File: config.mk
export PLATFORM = sky130hd
export DESIGN_NAME = clk_div_multi
export DESIGN_NICKNAME = d
export VERILOG_FILES = /design/src/rtl/clk_div_multi.sv
export SDC_FILE = /design/constraint.sdc
export NUM_CORES = 1
export LEC_CHECK = 0
export BUFFER_PORTS_ARGS = -buffer_cell sky130_fd_sc_hd__buf_2
export CAP_MARGIN = 30
export CORE_MARGIN = 2
export CORE_UTILIZATION = 50
export DETAILED_ROUTE_END_ITERATION = 6
export PLACE_DENSITY = 0.67
export SKIP_LAST_GASP = 1
export SYNTH_ARGS = -nofsm -noshare
export SYNTH_HDL_FRONTEND = slang
export SYNTH_SLANG_ARGS = --single-unit
File: constraint.sdc
create_clock -name clk -period 4.6 [get_ports clk]
set_input_delay 0.23 -clock clk [delete_from_list [all_inputs] [get_ports clk]]
set_output_delay 0.23 -clock clk [all_outputs]
set_load 0.005 [all_outputs]
File: src/rtl/clk_div_multi.sv
`default_nettype none
// ============================================================================
// Module   : clk_div_multi
// Purpose  : CH-channel programmable strobe generator. Each channel divides
//            clk by a runtime-loadable divisor and emits a one-cycle tick.
//            New divisors are shadowed and take effect only at a period
//            boundary. The optional ~50% duty level output is built only when
//            the macro CLK_DIV_LEVEL_EN is defined.
// Revision : 1.0 - initial release
// ============================================================================
module clk_div_multi #(
    parameter  int CH          = 2,
    parameter  int CNT_W       = 16,
    parameter  int DEFAULT_DIV = 2,
    localparam int CH_W        = (CH > 1) ? $clog2(CH) : 1
) (
    input  logic             clk,
    input  logic             rst,
    input  logic [CH-1:0]    en_i,
    input  logic             sync_i,
    input  logic             cfg_we,
    input  logic [CH_W-1:0]  cfg_ch,
    input  logic [CNT_W-1:0] cfg_div,
    output logic [CH-1:0]    pend_o,
    output logic [CH-1:0]    tick_o,
    output logic [CH-1:0]    level_o
);

    localparam logic [CNT_W-1:0] C_DEFAULT_DIV = CNT_W'(DEFAULT_DIV);
    localparam logic [31:0]      C_CH          = 32'(CH);

    logic [31:0] w_cfg_ch_ext;
    logic        w_cfg_valid;

    assign w_cfg_ch_ext = 32'(cfg_ch);
    assign w_cfg_valid  = cfg_we && (w_cfg_ch_ext < C_CH);

    for (genvar i = 0; i < CH; i++) begin : g_ch
        logic [CNT_W-1:0] cnt_q, cnt_d;
        logic [CNT_W-1:0] active_q, active_d;
        logic [CNT_W-1:0] shadow_q, shadow_d;
        logic             pend_q, pend_d;
        logic             tick_q, tick_d;
        logic [CNT_W-1:0] w_div_eff;
        logic [CNT_W-1:0] w_new_div;
        logic             w_hit;
        logic             w_wrap;
        logic             w_pend_any;

        assign w_hit      = w_cfg_valid && (cfg_ch == CH_W'(i));
        // A stored divisor of 0 runs as divide-by-1.
        assign w_div_eff  = (active_q == '0) ? CNT_W'(1) : active_q;
        assign w_wrap     = (cnt_q >= (w_div_eff - CNT_W'(1)));
        // A write landing on the boundary cycle is applied at that boundary.
        assign w_new_div  = w_hit ? cfg_div : shadow_q;
        assign w_pend_any = w_hit | pend_q;

        always_comb begin
            cnt_d    = cnt_q;
            active_d = active_q;
            shadow_d = w_new_div;
            pend_d   = w_pend_any;
            tick_d   = en_i[i] & w_wrap;
            if (!en_i[i] || sync_i || w_wrap) begin
                cnt_d = '0;
                if (w_pend_any) begin
                    active_d = w_new_div;
                    pend_d   = 1'b0;
                end
            end else begin
                cnt_d = cnt_q + CNT_W'(1);
            end
        end

        always_ff @(posedge clk or posedge rst) begin
            if (rst) begin
                cnt_q    <= '0;
                active_q <= C_DEFAULT_DIV;
                shadow_q <= C_DEFAULT_DIV;
                pend_q   <= 1'b0;
                tick_q   <= 1'b0;
            end else begin
                cnt_q    <= cnt_d;
                active_q <= active_d;
                shadow_q <= shadow_d;
                pend_q   <= pend_d;
                tick_q   <= tick_d;
            end
        end

        assign pend_o[i] = pend_q;
        assign tick_o[i] = tick_q;

`ifdef CLK_DIV_LEVEL_EN
        logic             level_q, level_d;
        logic [CNT_W:0]   w_half;

        // High for ceil(d/2) cycles, restarted by each tick; sync or disable
        // drop it until the next tick so the duty phase matches the ticks.
        assign w_half  = ({1'b0, w_div_eff} + (CNT_W+1)'(1)) >> 1;
        assign level_d = tick_d |
                         (level_q & en_i[i] & ~sync_i & ({1'b0, cnt_d} < w_half));

        always_ff @(posedge clk or posedge rst) begin
            if (rst) begin
                level_q <= 1'b0;
            end else begin
                level_q <= level_d;
            end
        end

        assign level_o[i] = level_q;
`endif
    end

`ifndef CLK_DIV_LEVEL_EN
    assign level_o = '0;
`endif

endmodule
`default_nettype wire

# Word level (Yosys, flattened, before mapping)
# Index checks and enable logic that the tools add are counted.
[word_totals] regBits=100 inputBits=23 out_inout_bits=6 elab_cells=43
[op_classes] addsub=4 n_lt_le_gt_ge=3 n_mux=8 bitwise_logic=5 n_reduce_logical=13
[op_table] cell="$mux W16" count=6
[op_table] cell="$add A16 B1 Y16 const B" count=2
[op_table] cell="$ge A16 B16 Y1" count=2
[op_table] cell="$logic_not A16 Y1" count=2
[op_table] cell="$sub A16 B1 Y16 const B" count=2
[op_table] cell="$logic_or A1 B1 Y1" count=4
[op_table] cell="$reduce_and A2 Y1" count=2
[op_table] cell="$logic_and A1 B1 Y1" count=3
[op_table] cell="$and A1 B1 Y1" count=2
[op_table] cell="$logic_not A1 Y1" count=2
[op_table] cell="$lt A1 B2 Y1 const B" count=1
[op_table] cell="$mux W1" count=2
[op_table] cell="$or A1 B1 Y1" count=2
[op_table] cell="$not A1 Y1" count=1

# Longest topological paths before layout
[depth] word_depth=6 ltp_mapped=19 depth_no_buf=17

# Worst setup path after synthesis
# No wires, ideal clock.
[synth_path] path_kind="reg2reg" startpoint="register g_ch[0].active_q[8]" endpoint="register g_ch[0].active_q[0]" setup_time_ps=128 arrival_ps=4886 required_time_ps=4472 path_slack_ps=-414 stages_incl_launch_ff=20 path_buffers=2 synth_period_minus_slack_ps=5014 cell_sequence="dfrtp_1 or4_4 or4_4 or4_4 nor4_2 a21oi_1 ha_1 nor3b_1 nand2b_1 nor4_1 xnor2_1 ha_1 nand4_1 or4_1 a221o_1 o211ai_1 o21ba_1 buf_2 buf_4 mux2_1"
[synth_between] elab_chain_cells=6
[synth_lines] element="from (decl)" line="40" text="logic [CNT_W-1:0] active_q, active_d;"
[synth_lines] element="from (signal assigned)" line="84" text="active_q <= active_d;"
[synth_lines] element="$logic_not A16 Y1" line="52" text="assign w_div_eff = (active_q == '0) ? CNT_W'(1) : active_q;"
[synth_lines] element="$mux W16 *" line="52"
[synth_lines] element="$sub A16 B1 Y16 *" line="53" text="assign w_wrap = (cnt_q >= (w_div_eff - CNT_W'(1)));"
[synth_lines] element="$ge A16 B16 Y1 *" line="53"
[synth_lines] element="$logic_or A1 B1 Y1 *" line="64" text="if (!en_i[i] || sync_i || w_wrap) begin"
[synth_lines] element="$reduce_and A2 Y1 (no line) *"
# Mark *: on every way between the ends. The rest lies on a longest branch, timed or not.
# A chain may end at the register's enable or synchronous reset.

# Worst setup path in the final report
# Same ends and word-level chain as after synthesis.

==> Flow_metrics.wiki <==
{| class="wikitable"
! Metric !! Value
|-
| Result of the run || complete, but fails checks
|-
| Violations in the final reports || negative hold slack, negative setup slack
|-
| Post-route DRC violation count || 0
|-
| Proportion of netlist area held by the largest area contributor || 46.0%
|-
| Total Wirelength || 10,300 um
|-
| Post-synth ARST share || 100%
|-
| Last weighted congestion value of the routability-driven placer || 0.810
|-
| Ratio of routed vias to standard cells || 5.31
|-
| Total count of max-transition violations in the final report || 0
|-
| Setup Viol. Count Final || 33
|-
| Number of cells in the design after placement || 631
|-
| Clock tree from TritonCTS || built
|-
| Commonest register cell after synthesis || sky130_fd_sc_hd__dfrtp_1
|-
| Starting density of the core || 51.1%
|-
| Number of global-route vias before repair || 3,636
|-
| Final-report hold violation count || 46
|-
| Antenna Violating Nets Remaining || 0
|-
| Global-route wire length before repair || 17,600 um
|-
| Worst setup slack after placement || -0.413 ns
|-
| CP Class || flip-flop to flip-flop
|-
| Final worst hold slack || -0.0311 ns
|-
| Transition time at the pin with the least slew margin || 0.729 ns
|-
| Synthesized instance count || 461
|-
| Count of maximum capacitance violations || 0
|-
| CTS HTree Levels || 3
|-
| Cell repeated most along the worst path || sky130_fd_sc_hd__or4_4
|-
| Most repeated cell in the gate-level netlist after synthesis || sky130_fd_sc_hd__dfrtp_1
|-
| Number of enable flip-flop cells after synthesis || 0
|-
| Library cells used by synthesis || 47
|-
| Met3 Routed Length || 269 um
|-
| Crit path max fanout || 8
|-
| Die H || 106 um
|-
| Ordered cell list for the critical path || or4_4 > or4_4 > or4_4 > nor4_4 > a21oi_2 > ha_2 > nor3b_4 > nand2b_4 > nor2_2 > xnor2_1 > ha_1 > nand4_1 > or4_1 > a221o_1 > o211ai_1 > o21ba_4 > buf_12 > mux2_1
|-
| Number of antenna violations at the first check in global routing || 0
|-
| Number of antenna cells inserted || 0
|-
| Top cell family by delay on the critical path || simple AND/OR/NAND/NOR gates
|-
| Register clock-pin slew on the reported worst setup and hold paths || 0.10 ns
|-
| CTS sink cnt || 100
|-
| Number of cells in the finished layout apart from fillers || 661
|-
| Smallest setup slack after layout || -0.369 ns
|-
| Layout Area Growth over Synthesis || 19.3%
|-
| WL per Instance || 15.5 um
|-
| First DRT Iteration DRCs || 118
|-
| Maximum root-to-sink buffer count || 2
|-
| Critical path startpoint category || flip-flop
|-
| Power spent charging and discharging nets || 687 uW
|-
| Total via count in the routed design || 3,513
|-
| Class of the tightest hold or removal check || input pin to asynchronous set/reset pin
|-
| Detailed-router iteration count before antenna repair || 4
|-
| LEAKAGE || 2.70 nW
|-
| Stage delay of the slowest cell on the critical path || 0.54 ns
|-
| Routed length on met1 || 5210 um
|-
| Global route total overflow || 0
|-
| Clock tree root buffer cell || sky130_fd_sc_hd__clkbuf_8
|-
| Slowest stage cell, crit path || sky130_fd_sc_hd__or4_1
|-
| Normalized max-slew margin || 51.3%
|-
| Quantity of hold-fixing buffers added after cts || 0
|-
| Switching portion of total power || 30.3%
|-
| Unrepaired setup endpoints after global routing || yes
|-
| Util after Layout || 60.9%
|-
| Inserted Clock Buffers || 9
|-
| Post-synthesis instance area || 5230 um2
|-
| FMAX || 0.201 GHz
|-
| Pwr/cell area || 364 nW/um2
|-
| Required time of the critical path || 4.84 ns
|-
| Fillers || 829
|-
| Fin crit share || 108%
|-
| Count of pins on the block boundary || 29
|-
| Detailed route wirelength on metal2 || 4710 um
|-
| Pin count of the biggest net entering global routing || 57
|-
| Placed wire-length estimate || 7200 um
|-
| Largest clock skew in the final design || 0.00859 ns
|-
| Worst IR Drop VDD || 0.235 mV
|-
| Combinational group share of total power || 25.3%
|-
| Crit path time final || 4.97 ns
|-
| Total power consumption of the routed design || 2.27 mW
|-
| Proportion of power drawn by flip-flops and latches || 49.5%
|-
| Leading cell types by total area after synthesis || sky130_fd_sc_hd__dfrtp_1, sky130_fd_sc_hd__mux2_1, sky130_fd_sc_hd__ha_1
|-
| Global router's overall resource usage || 19.6%
|-
| Count of port buffers added during placement || 26
|-
| Number of placement rows || 37
|-
| Synth Area per Inst || 11.3 um2
|-
| Sum of buffers and inverters on the critical path || 1
|-
| Layout cell share with drive strength beyond 1 || 25.9%
|-
| Library cell with the largest summed area after synthesis || sky130_fd_sc_hd__dfrtp_1
|-
| Critical path capture point type || flip-flop
|-
| Die width || 106 um
|-
| Total negative setup slack || -9.34 ns
|-
| Core Region || 10,200 um2
|-
| Int Pwr || 1.58 mW
|-
| Clock latency on the worst-skew pair || 0.36 ns
|-
| YS warnings || 0
|-
| Top cell types by occurrence after synthesis || sky130_fd_sc_hd__dfrtp_1, sky130_fd_sc_hd__nor2_1, sky130_fd_sc_hd__mux2_1, sky130_fd_sc_hd__ha_1, sky130_fd_sc_hd__xnor2_1
|-
| Overall die area || 11,300 um2
|-
| Part of the power in the clock network || 25.3%
|-
| Final net count || 579
|-
| Worst endpoint data arrival time || 5.21 ns
|-
| Uppermost metal layer occupied by signal nets || met4
|-
| Flop and latch count out of synthesis || 100
|-
| Post-synthesis sequential area ratio || 48.0%
|}
-- through the flow --
stage          cell area (um2)  hold WS (ns)
6_report                  6230       -0.0311
5_1_grt                   6230        0.0334
4_1_cts                   6060       0.00864
3_5_place_dp              5670         0.399
3_3_place_gp              5670         0.380
2_1_floorplan             5280         0.359
-- cell usage in the layout, fill, tap and decap left out, types with 8 or more instances in the layout --
| cell type | instances |
|---|---|
| sky130_fd_sc_hd__a21oi_1 | 12 |
| sky130_fd_sc_hd__xor2_1 | 22 |
| sky130_fd_sc_hd__mux2_2 | 11 |
| sky130_fd_sc_hd__nor2_4 | 13 |
| sky130_fd_sc_hd__inv_1 | 11 |
| sky130_fd_sc_hd__nor3_1 | 9 |
| sky130_fd_sc_hd__buf_4 | 28 |
| sky130_fd_sc_hd__buf_2 | 26 |
| sky130_fd_sc_hd__xnor2_1 | 27 |
| sky130_fd_sc_hd__dfrtp_1 | 96 |
| sky130_fd_sc_hd__mux2_1 | 45 |
| sky130_fd_sc_hd__clkbuf_8 | 10 |
| sky130_fd_sc_hd__ha_1 | 35 |
| sky130_fd_sc_hd__nor2_1 | 37 |
| sky130_fd_sc_hd__nand2_1 | 21 |
| sky130_fd_sc_hd__mux2_4 | 8 |
| sky130_fd_sc_hd__nand3_1 | 13 |
-- registers in the layout (all words and copies together), names as in the netlist --
register       count
g_ch.cnt_q        32
g_ch.tick_q        2
g_ch.shadow_q     32
g_ch.active_q     32
g_ch.pend_q        2
-- power by group through the flow --
stage                     registers [mW]  logic [mW]  clock network [mW]
after CTS                           1.12       0.554               0.582
after global routing                1.14       0.652               0.622
after global placement              1.13       0.477                   0
after floorplan                     1.11       0.347                   0
final                               1.12       0.574               0.574
after detailed placement            1.13       0.498                   0
-- routing by layer --
metal / global-route usage, % / vias up
met5: 0 / -
met4: 4.61 / 0
met3: 3.13 / 7
met2: 31.2 / 51
met1: 28.3 / 1729
li1: - / 1726
-- area by class of cell --
cell class / count / area (um2) / area share, %
sequential: 100 / 2510 / 40.2
clock inverter: 6 / 63.8 / 1.02
clock buffer: 10 / 138 / 2.21
inverter: 12 / 47.5 / 0.763
timing repair buffer: 62 / 507 / 8.13
multi-input combinational: 335 / 2800 / 44.9
tap: 136 / 170 / 2.73
-- path summary, 6_finish.rpt --
check | startpoint | to | slack (ns) | depth (start not counted)
min in group clk | en_i[1] | g_ch[1].tick_q$_DFF_PP0_ | 0.10 | 2
max | g_ch[0].active_q[8]$_DFFE_PP0P_ | g_ch[0].active_q[0]$_DFFE_PP0P_ | -0.37 | 18
min reg2reg | g_ch[0].cnt_q[0]$_DFF_PP0_ | g_ch[0].cnt_q[0]$_DFF_PP0_ | 0.49 | 1
max reg2reg | g_ch[0].active_q[8]$_DFFE_PP0P_ | g_ch[0].active_q[0]$_DFFE_PP0P_ | -0.37 | 18
min | rst | g_ch[0].cnt_q[13]$_DFF_PP0_ | -0.03 | 2
max in group asynchronous | rst | g_ch[0].active_q[1]$_DFFE_PP1P_ | 3.59 | 3
-- cell families after synthesis --
group | Yosys count | synth area share, %
AND/OR/NAND/NOR | 146 | 13.9
XOR/XNOR | 49 | 8.21
flip-flops | 100 | 48.0
adder cells (fa/ha/maj) | 36 | 8.62
multiplexers | 65 | 14.0
AO/OA/AOI/OAI | 37 | 4.65
other | 1 | 0.0718
buffers and inverters | 27 | 2.56
-- timing repair --
item / 4_1_cts / 5_1_grt
endpoints found under the setup margin: 33 / 50
pin swaps: 1 / 16
resized for setup: 17 / 37
gates cloned: 3 / 0
buffers inserted: 6 / 8
Note: power is estimated with default switching activity, not from simulation.
